==> src/rtl/acia_pkg.sv <==
// rtl/acia_pkg.sv - shared ACIA state encoding and line constants (transmitter and receiver)
package acia_pkg;

  typedef enum logic [2:0] {
    IDLE   = 3'd0,
    START  = 3'd1,
    DATA   = 3'd2,
    PARITY = 3'd3,
    STOP   = 3'd4
  } acia_state_e;

  localparam int   DATA_BITS = 8;
  localparam logic LINE_IDLE = 1'b1;

endpackage

==> src/rtl/acia_tx_if.sv <==
// rtl/acia_tx_if.sv - byte strobe and serial status bundle for the ACIA transmitter
interface acia_tx_if;

  logic [7:0] tx_dat;
  logic       tx_stb;
  logic       tx_serial;
  logic       tx_busy;
  logic       tx_full;
  logic       tx_err;

  modport master (
    output tx_dat, tx_stb,
    input  tx_serial, tx_busy, tx_full, tx_err
  );

  modport slave (
    input  tx_dat, tx_stb,
    output tx_serial, tx_busy, tx_full, tx_err
  );

endinterface

==> src/rtl/acia_tx_fifo.sv <==
// rtl/acia_tx_fifo.sv - DEPTH x 8 byte FIFO with extra-bit pointers for full/empty
module acia_tx_fifo #(
  parameter int DEPTH = 4
) (
  input  logic       clk,
  input  logic       rst_n,
  input  logic       i_push,
  input  logic [7:0] i_dat,
  input  logic       i_pop,
  output logic [7:0] o_dat,
  output logic       o_full,
  output logic       o_empty,
  output logic       o_empty_nxt
);

  localparam int            AW       = $clog2(DEPTH);
  localparam logic [AW:0]   FULL_CNT = (AW+1)'(DEPTH);

  logic [AW:0] r_wr_ptr;
  logic [AW:0] r_rd_ptr;
  logic [7:0]  r_mem [DEPTH];
  logic [AW:0] w_count;
  logic [AW:0] w_count_nxt;
  logic        w_wr;
  logic        w_rd;

  // Occupancy from the registered pointers, so full is judged before any same-cycle pop
  assign w_count     = r_wr_ptr - r_rd_ptr;
  assign o_full      = (w_count == FULL_CNT);
  assign o_empty     = (w_count == '0);
  assign w_wr        = i_push & ~o_full;
  assign w_rd        = i_pop & ~o_empty;
  assign w_count_nxt = w_count + {{AW{1'b0}}, w_wr} - {{AW{1'b0}}, w_rd};
  assign o_empty_nxt = (w_count_nxt == '0);
  assign o_dat       = r_mem[r_rd_ptr[AW-1:0]];

  // Pointer update; a reset discards any queued bytes
  always_ff @(posedge clk or negedge rst_n) begin
    if (!rst_n) begin
      r_wr_ptr <= '0;
      r_rd_ptr <= '0;
    end else begin
      if (w_wr) r_wr_ptr <= r_wr_ptr + 1'b1;
      if (w_rd) r_rd_ptr <= r_rd_ptr + 1'b1;
    end
  end

  // Storage array, written only when a slot is free
  always_ff @(posedge clk) begin
    if (w_wr) r_mem[r_wr_ptr[AW-1:0]] <= i_dat;
  end

endmodule

==> src/rtl/acia_tx.sv <==
// rtl/acia_tx.sv - 8N1 UART transmitter with byte FIFO; ACIA_TX_PARITY_EN adds an even parity bit
module acia_tx
  import acia_pkg::*;
#(
  parameter int SCW     = 16,
  parameter int sym_cnt = 40000,
  parameter int DEPTH   = 4
) (
  input  logic     clk,
  input  logic     rst_n,
  acia_tx_if.slave bus
);

  localparam logic [SCW-1:0] BAUD_LAST = SCW'(sym_cnt - 1);
  localparam logic [2:0]     LAST_BIT  = 3'(DATA_BITS - 1);

  acia_state_e    r_state;
  acia_state_e    w_state_nxt;
  logic [SCW-1:0] r_baud;
  logic [7:0]     r_shift;
  logic [2:0]     r_bit_idx;
  logic           r_tx_serial;
  logic           r_busy;
  logic           r_err;
  logic [7:0]     w_fifo_dat;
  logic           w_full;
  logic           w_empty;
  logic           w_empty_nxt;
  logic           w_pop;
  logic           w_line;
  logic           w_bit_end;
`ifdef ACIA_TX_PARITY_EN
  logic           r_parity;
`endif

  acia_tx_fifo #(.DEPTH(DEPTH)) u_fifo (
    .clk         (clk),
    .rst_n       (rst_n),
    .i_push      (bus.tx_stb),
    .i_dat       (bus.tx_dat),
    .i_pop       (w_pop),
    .o_dat       (w_fifo_dat),
    .o_full      (w_full),
    .o_empty     (w_empty),
    .o_empty_nxt (w_empty_nxt)
  );

  assign w_bit_end     = (r_baud == BAUD_LAST);
  assign bus.tx_serial = r_tx_serial;
  assign bus.tx_busy   = r_busy;
  assign bus.tx_full   = w_full;
  assign bus.tx_err    = r_err;

  // State register
  always_ff @(posedge clk or negedge rst_n) begin
    if (!rst_n) r_state <= IDLE;
    else        r_state <= w_state_nxt;
  end

  // Next state, FIFO pop and the line level for the current bit
  always_comb begin
    w_state_nxt = r_state;
    w_pop       = 1'b0;
    w_line      = LINE_IDLE;
    case (r_state)
      IDLE: begin
        if (!w_empty) begin
          w_pop       = 1'b1;
          w_state_nxt = START;
        end
      end
      START: begin
        w_line = 1'b0;
        if (w_bit_end) w_state_nxt = DATA;
      end
      DATA: begin
        w_line = r_shift[0];
        if (w_bit_end && (r_bit_idx == LAST_BIT)) begin
`ifdef ACIA_TX_PARITY_EN
          w_state_nxt = PARITY;
`else
          w_state_nxt = STOP;
`endif
        end
      end
`ifdef ACIA_TX_PARITY_EN
      PARITY: begin
        w_line = r_parity;
        if (w_bit_end) w_state_nxt = STOP;
      end
`endif
      STOP: begin
        w_line = 1'b1;
        if (w_bit_end) begin
          // Back-to-back frames: pop straight into the next start bit
          if (!w_empty) begin
            w_pop       = 1'b1;
            w_state_nxt = START;
          end else begin
            w_state_nxt = IDLE;
          end
        end
      end
      default: w_state_nxt = IDLE;
    endcase
  end

  // Baud counter, shift register and bit index; all restart when a byte is popped
  always_ff @(posedge clk or negedge rst_n) begin
    if (!rst_n) begin
      r_baud    <= '0;
      r_shift   <= '0;
      r_bit_idx <= '0;
`ifdef ACIA_TX_PARITY_EN
      r_parity  <= 1'b0;
`endif
    end else if (w_pop) begin
      r_baud    <= '0;
      r_shift   <= w_fifo_dat;
      r_bit_idx <= '0;
`ifdef ACIA_TX_PARITY_EN
      r_parity  <= ^w_fifo_dat;
`endif
    end else if (r_state == IDLE) begin
      r_baud <= '0;
    end else begin
      r_baud <= w_bit_end ? '0 : r_baud + 1'b1;
      if ((r_state == DATA) && w_bit_end) begin
        r_shift   <= r_shift >> 1;
        r_bit_idx <= r_bit_idx + 1'b1;
      end
    end
  end

  // Registered pin and status flags; busy looks at next-cycle state and occupancy
  always_ff @(posedge clk or negedge rst_n) begin
    if (!rst_n) begin
      r_tx_serial <= LINE_IDLE;
      r_busy      <= 1'b0;
      r_err       <= 1'b0;
    end else begin
      r_tx_serial <= w_line;
      r_busy      <= (w_state_nxt != IDLE) | ~w_empty_nxt;
      r_err       <= bus.tx_stb & w_full;
    end
  end

endmodule

==> src/flat_wrapper.sv <==
// flat-port wrapper written by rule: the top's interface ports become plain ports
module acia_tx_flat import acia_pkg::*;
#(
  parameter int SCW     = 16,
  parameter int sym_cnt = 40000,
  parameter int DEPTH   = 4
)
  (clk, rst_n, bus_tx_dat, bus_tx_stb, bus_tx_serial, bus_tx_busy, bus_tx_full, bus_tx_err);
  acia_tx_if bus_i ();
  input  logic clk;
  input  logic rst_n;
  input wire logic [$bits(bus_i.tx_dat)-1:0] bus_tx_dat;
  input wire logic [$bits(bus_i.tx_stb)-1:0] bus_tx_stb;
  output wire logic [$bits(bus_i.tx_serial)-1:0] bus_tx_serial;
  output wire logic [$bits(bus_i.tx_busy)-1:0] bus_tx_busy;
  output wire logic [$bits(bus_i.tx_full)-1:0] bus_tx_full;
  output wire logic [$bits(bus_i.tx_err)-1:0] bus_tx_err;
  assign bus_i.tx_dat = bus_tx_dat;
  assign bus_i.tx_stb = bus_tx_stb;
  assign bus_tx_serial = bus_i.tx_serial;
  assign bus_tx_busy = bus_i.tx_busy;
  assign bus_tx_full = bus_i.tx_full;
  assign bus_tx_err = bus_i.tx_err;
  acia_tx #(.SCW(SCW), .sym_cnt(sym_cnt), .DEPTH(DEPTH)) u_core (.clk(clk), .rst_n(rst_n), .bus(bus_i));
endmodule
==> config.mk <==
export PLATFORM = sky130hd
export DESIGN_NAME = acia_tx_flat
export DESIGN_NICKNAME = d
export VERILOG_FILES = /design/src/rtl/acia_pkg.sv /design/src/rtl/acia_tx_if.sv /design/src/rtl/acia_tx_fifo.sv /design/src/rtl/acia_tx.sv /design/src/flat_wrapper.sv
export SDC_FILE = /design/constraint.sdc
export NUM_CORES = 1
export LEC_CHECK = 0
export ABC_CLOCK_PERIOD_IN_PS = 4100
export BUFFER_PORTS_ARGS = -buffer_cell sky130_fd_sc_hd__buf_2
export CAP_MARGIN = 20
export CORE_MARGIN = 10
export CORE_UTILIZATION = 45
export DETAILED_ROUTE_END_ITERATION = 10
export PLACE_DENSITY = 0.61
export SLEW_MARGIN = 25
export SYNTH_ARGS = -nofsm -noshare
export SYNTH_HDL_FRONTEND = slang
export SYNTH_SLANG_ARGS = --single-unit
==> constraint.sdc <==
create_clock -name clk -period 4.1 [get_ports clk]
set_input_delay 0.82 -clock clk [delete_from_list [all_inputs] [get_ports clk]]
set_output_delay 0.82 -clock clk [all_outputs]
set_load 0.1 [all_outputs]
# After elaboration in Yosys (flattened, before gate mapping)

Memory sizes are Yosys's and may differ from the RTL's.
Index checks and enable logic that the tools add are counted.
Widths: inputs -> output; s select.

Register bits: 39
Memory bits (writable): 32
Input port bits: 11
Output and inout port bits: 4
Logic and storage cells: 60
Memories: 1

Add/subtract/negate cells: 7
Equal/unequal tests: 7
Mux-type cells: 21
Bitwise logic cells: 7
Reductions and logical operators: 8

Memories:

| name                | depth | width | read ports | clocked after Yosys merged registers in | wr ports | line               | text |
|---|---|---|---|---|---|---|---|
| u_core.u_fifo.r_mem | 4     | 8     | 1          | 0                                       | 1        | acia_tx_fifo.sv:21 | `logic [7:0] r_mem [DEPTH];` |

Operators with widths:

| operator              | number |
|---|---|
| $mux 16               | 3 |
| $mux 8                | 3 |
| $mux 3                | 7 |
| $add 16x1->16 const B | 1 |
| $eq 16x16->1 const B  | 1 |
| $pmux 3 s4            | 1 |
| $add 3x1->3 const B   | 3 |
| $eq 3x3->1 const B    | 3 |
| $logic_not 3->1       | 3 |
| $mux 1                | 5 |
| $pmux 1 s2            | 2 |
| $add 3x1->3           | 1 |
| $and 1x1->1           | 3 |
| $eq 3x1->1 const B    | 1 |
| $eq 3x2->1 const B    | 1 |
| $not 1->1             | 3 |
| $reduce_bool 3->1     | 1 |
| $sub 3x1->3           | 1 |
| $sub 3x3->3           | 1 |
| $logic_and 1x1->1     | 2 |
| $ne 2x2->1 const B    | 1 |
| $reduce_and 2->1      | 1 |
| $reduce_bool 2->1     | 1 |
| $or 1x1->1            | 1 |

# Longest topological paths before layout

Depth in word-level cells: 10
Gate-level depth with buffers: 15

# Hierarchy

Synthesis repeated with hierarchy kept, for this count alone.

Cells, all modules: 269
Area total of the unflattened synthesis: 3488.3 µm²

By module, submodules not included:

| module       | instances | cells an instance | area each (µm²) |
|---|---|---|---|
| acia_tx      | 1         | 172               | 1755.4 |
| acia_tx_fifo | 1         | 97                | 1732.9 |

# Worst setup path after synthesis

OpenSTA, ideal clock, no wires.

Path type: register to register
Start point: register u_core.u_fifo.r_wr_ptr[0]
End point: register u_core.r_busy (netlist: u_core.bus.tx_busy)
Data arrival time: 4371 ps
Data required time: 3961 ps
Path slack: -409 ps
Stages on the path, launching flop included: 16
Clock period less this slack: 4509 ps
Path through: dfrtp_1 inv_1 ha_1 fa_1 nand2_1 nor2_1 nor2b_1 clkbuf_1 inv_1 ha_1 inv_1 ha_1 fa_1 nor2_1 nand2_1 or4_1

RTL lines:

| element                  | line               | text |
|---|---|---|
| start: declaration       | acia_tx_fifo.sv:19 | `logic [AW:0] r_wr_ptr;` |
| start signal: assignment | acia_tx_fifo.sv:43 | `if (w_wr) r_wr_ptr <= r_wr_ptr + 1'b1;` |
| $sub 3x3->3              | acia_tx_fifo.sv:28 | `assign w_count = r_wr_ptr - r_rd_ptr;` |
| $eq 3x3->1               | acia_tx_fifo.sv:29 | `assign o_full = (w_count == FULL_CNT);` |
| via bus_tx_full          | flat_wrapper.sv:16 | `output wire logic [$bits(bus_i.tx_full)-1:0] bus_tx_full;` |
| $not 1->1                | acia_tx_fifo.sv:31 | `assign w_wr = i_push & ~o_full;` |
| $and 1x1->1              | acia_tx_fifo.sv:31 |  |
| $add 3x1->3              | acia_tx_fifo.sv:33 | `assign w_count_nxt = w_count + {{AW{1'b0}}, w_wr} - {{AW{1'b0}}, w_rd};` |
| $sub 3x1->3              | acia_tx_fifo.sv:33 |  |
| $logic_not 3->1          | acia_tx_fifo.sv:34 | `assign o_empty_nxt = (w_count_nxt == '0);` |
| $not 1->1                | acia_tx.sv:143     | `r_busy <= (w_state_nxt != IDLE) \| ~w_empty_nxt;` |
| $or 1x1->1               | acia_tx.sv:143     |  |
| end signal: assignment   | acia_tx.sv:143     |  |
| end: declaration         | acia_tx.sv:23      | `logic r_busy;` |

The timed path passes the listed nets, and every way through them passes these cells.
A chain may end at the register's enable or synchronous reset.

# Final worst setup path

Start point: register u_core.u_fifo.r_wr_ptr[0]
End point: register u_core.r_busy (netlist: u_core.bus.tx_busy)

Longest elaborated chain between the ends: 10

Ends and longest elaborated chain:

| element                                             | line |
|---|---|
| $sub 3x3->3 (*)                                     | acia_tx_fifo.sv:28 |
| branches (longest 8 deep; another with $add 3x1->3) | n/a |
| $or 1x1->1 (*)                                      | acia_tx.sv:143 |

Mark *: on every way between the ends.

==> impl_metrics.env <==
export IMPL_grt_pass1_vias=1963
export IMPL_vias_per_cell=5.05
export IMPL_worstSetupEndpoint="u_core.bus.tx_busy$_DFF_PN0_"
export IMPL_ys_seq_area_share_pct=60.5
export IMPL_drt_pass1_iterations=4
export IMPL_grt_pass1_wl_um=9430
export IMPL_initial_utilization_pct=46.6
export IMPL_synth_top_cells_by_count="38 x dfrtp_1, 32 x edfxtp_1, 21 x nand2_1"
export IMPL_synthArstFlopShare_pct=54.9
export IMPL_rrSetupSlack_ns=0.60
export IMPL_postRouteWirelength_um=5320
export IMPL_hold_slack_ns=0.455
export IMPL_syn2layout_area_growth_pct=12.0
export IMPL_tightest_slew_ns=0.843
export IMPL_maxCapViolations=0
export IMPL_clk_pin_slew_ns=0.08
export IMPL_timing_rr_start="u_core.u_fifo.r_wr_ptr[0]$_DFFE_PN0P_"
export IMPL_crit_path_max_fanout=8
export IMPL_synth_edff_count=32
export IMPL_first_iter_violations=48
export IMPL_numCtsBuffers=9
export IMPL_hold_path_depth=1
export IMPL_syn_inst=244
export IMPL_ys_flop_type="dfrtp_1"
export IMPL_worstSetupPathType="flip-flop to flip-flop"
export IMPL_n_antenna_cell=0
export IMPL_port_buffers=14
export IMPL_synth_fp_nets=268
export IMPL_die_y_um=104
export IMPL_p_leak_nw=1.52
export IMPL_overflow=0
export IMPL_ys_ff_latch=71
export IMPL_fmax_ghz=0.286
export IMPL_synth_most_common_cell="dfrtp_1"
export IMPL_antenna_found_initial=0
export IMPL_clockBufferDepth=2
export IMPL_placementRows=30
export IMPL_min_path_type="flip-flop to flip-flop"
export IMPL_wl_per_cell_um=14.5
export IMPL_syn_area_um2=3200
export IMPL_rsz0062_at_grt="no"
export IMPL_crit_start="u_core.u_fifo.r_wr_ptr[0]$_DFFE_PN0P_"
export IMPL_r2r_end="u_core.bus.tx_busy$_DFF_PN0_"
export IMPL_postCtsSetupBuffers=0
export IMPL_fin_crit_ns=3.50
export IMPL_drv_slew=0
export IMPL_synth_area_per_cell_um2=13.1
export IMPL_status="finished, final reports clean"
export IMPL_synth_top_cell_area_share_pct=30.0
export IMPL_synth_warnings=0
export IMPL_h_tree_depth=3
export IMPL_rr_worst_depth=15
export IMPL_cp_data_arrival_time_ns=3.72
export IMPL_via_count=1848
export IMPL_cts_resized=0
export IMPL_drcViolationCount=0
export IMPL_cts_hold_buffers=0
export IMPL_fp_dieW_um=104
export IMPL_timing_slew_headroom_pct=43.8
export IMPL_nets=289
export IMPL_cts_sinks=71
export IMPL_worst_setup_path_start_kind="flip-flop"
export IMPL_period_share_pct=85.3
export IMPL_nFillCells=597
export IMPL_ant_nets=0
export IMPL_ys_types=39
export IMPL_worstSkewPairLatency_ns=0.34
export IMPL_grt_usage_pct=10.7
export IMPL_hold_violations=0
export IMPL_dieArea_um2=10900
export IMPL_io_pins=15
export IMPL_cts_tree="done"
export IMPL_end_kind="flip-flop"
export IMPL_setup_viol_count_final=0
export IMPL_place_congestion=0.743
export IMPL_core_um2=6870
export IMPL_layout_drive_gt1_share_pct=18.1
export IMPL_cts_root_buf="clkbuf_8"
export IMPL_grt_start_max_net_pins=40
export IMPL_power_density_nw_per_um2=686
export IMPL_dp_hpwl_um=3590
export IMPL_finalSetupTns_ns=0
export IMPL_synthTopCellsByArea="edfxtp_1 30%, dfrtp_1 30%, mux4_2 5.6%"
export IMPL_yosysTopAreaCell="edfxtp_1"
export IMPL_vdd_drop_max_uv=295
export IMPL_crit_required_ns=4.32
export IMPL_skew_ns=0.00916
[report_power, final]
group	internal (mW)	switching [mW]	leakage, nW
clock	0.285	0.267	0.101
sequential	0.943	0.111	0.789
combinational	0.363	0.494	0.626
[area by class of cell]
cell class                 instances  area [µm²]  area share, %
clock buffer                      10         128           3.56
inverter                           8        30.0          0.837
timing repair buffer              18         100           2.79
tap                               96         120           3.35
sequential                        71        1940           54.0
clock inverter                     6        70.1           1.95
multi-input combinational        157        1200           33.5
[registers in the layout (all words and copies together), names as in the netlist]
| signal | flops |
|---|---|
| u_core.r_baud | 16 |
| u_core.r_shift | 8 |
| u_core.u_fifo.r_wr_ptr | 3 |
| u_core.r_bit_idx | 3 |
| u_core.bus.tx_serial | 1 |
| u_core.r_state | 3 |
| u_core.u_fifo.r_rd_ptr | 3 |
| u_core.bus.tx_err | 1 |
| u_core.u_fifo.r_mem | 32 |
| u_core.bus.tx_busy | 1 |
[critical path, stage by stage (launching register included)]
cell	delay, ns
dfrtp_1	0.39
inv_1	0.12
ha_1	0.22
fa_1	0.37
xnor3_1	0.31
nor2_2	0.06
nor2b_1	0.11
buf_4	0.15
inv_1	0.05
ha_1	0.26
inv_1	0.04
ha_1	0.20
fa_1	0.40
xor2_1	0.18
xnor2_1	0.13
or4_1	0.39
[worst min-delay path by stage]
stage / start / end / slack, ns
after floorplan: u_core.r_baud[0]$_DFF_PN0_ / u_core.r_baud[0]$_DFF_PN0_ / 0.42
after global routing: u_core.r_baud[0]$_DFF_PN0_ / u_core.r_baud[0]$_DFF_PN0_ / 0.50
final: u_core.r_baud[0]$_DFF_PN0_ / u_core.r_baud[0]$_DFF_PN0_ / 0.45
after detailed placement: u_core.r_baud[0]$_DFF_PN0_ / u_core.r_baud[0]$_DFF_PN0_ / 0.45
after global placement: u_core.r_baud[0]$_DFF_PN0_ / u_core.r_baud[0]$_DFF_PN0_ / 0.44
after CTS: u_core.r_baud[0]$_DFF_PN0_ / u_core.r_baud[0]$_DFF_PN0_ / 0.46
[layer usage]
| layer | share of wire, % | track usage (%) | vias to the layer above |
|---|---|---|---|
| met5 | 0 | 0 | - |
| met1 | 48 | 13.1 | 912 |
| met3 | 3.7 | 3.22 | 8 |
| met2 | 46 | 16.9 | 21 |
| met4 | 1.7 | 5.07 | 0 |
| li1 | - | - | 907 |
[per-stage QoR]
stage | setup WS [ns] | total power [mW] | cell area [µm²] | instances | utilization [%]
3_5_place_dp | 0.583 | 1.94 | 3390 | 350 | 49.4
5_1_grt | 0.372 | 2.65 | 3590 | 366 | 52.2
6_report | 0.602 | 2.46 | 3590 | 366 | 52.2
2_1_floorplan | 0.0686 | 1.75 | 3210 | 244 | -
4_1_cts | 0.579 | 2.51 | 3590 | 366 | 52.2
3_3_place_gp | 0.698 | 1.92 | 3390 | 350 | 49.4
[cell usage in the layout, fill, tap and decap left out, types with 2 or more instances in the layout]
cell      netlist  routed
xnor2_1         8       8
edfxtp_1       32      32
inv_1           8       8
and2_1          7       7
dfrtp_1        38      38
or3_1           4       4
nand4_1         2       2
a21oi_1         9       9
and3_1          7       7
clkbuf_8        0       9
nand2_1        21      21
mux2i_1         6       6
nand2b_1        2       2
mux4_2          8       8
clkinv_4        0       3
xor2_1         10      10
ha_1           11      11
fa_1            2       2
buf_4           0       4
nor2_1         20      19
or4b_2          2       2
buf_2           4      14
nand3_1        10      10
nor2b_1         2       2
o21ai_0        12      12
[cell families (layout without fill, tap and decap cells)]
| logic type | after synthesis | count (layout) | share of synthesized area (%) |
|---|---|---|---|
| AO/OA/AOI/OAI | 24 | 24 | 4.02 |
| XOR/XNOR | 19 | 19 | 5.62 |
| adder cells (fa/ha/maj) | 13 | 13 | 5.55 |
| buffers and inverters | 16 | 42 | 2.03 |
| flip-flops | 71 | 71 | 60.5 |
| multiplexers | 15 | 15 | 7.85 |
| AND/OR/NAND/NOR | 86 | 86 | 14.4 |
Power figures use the tool's default switching activity.
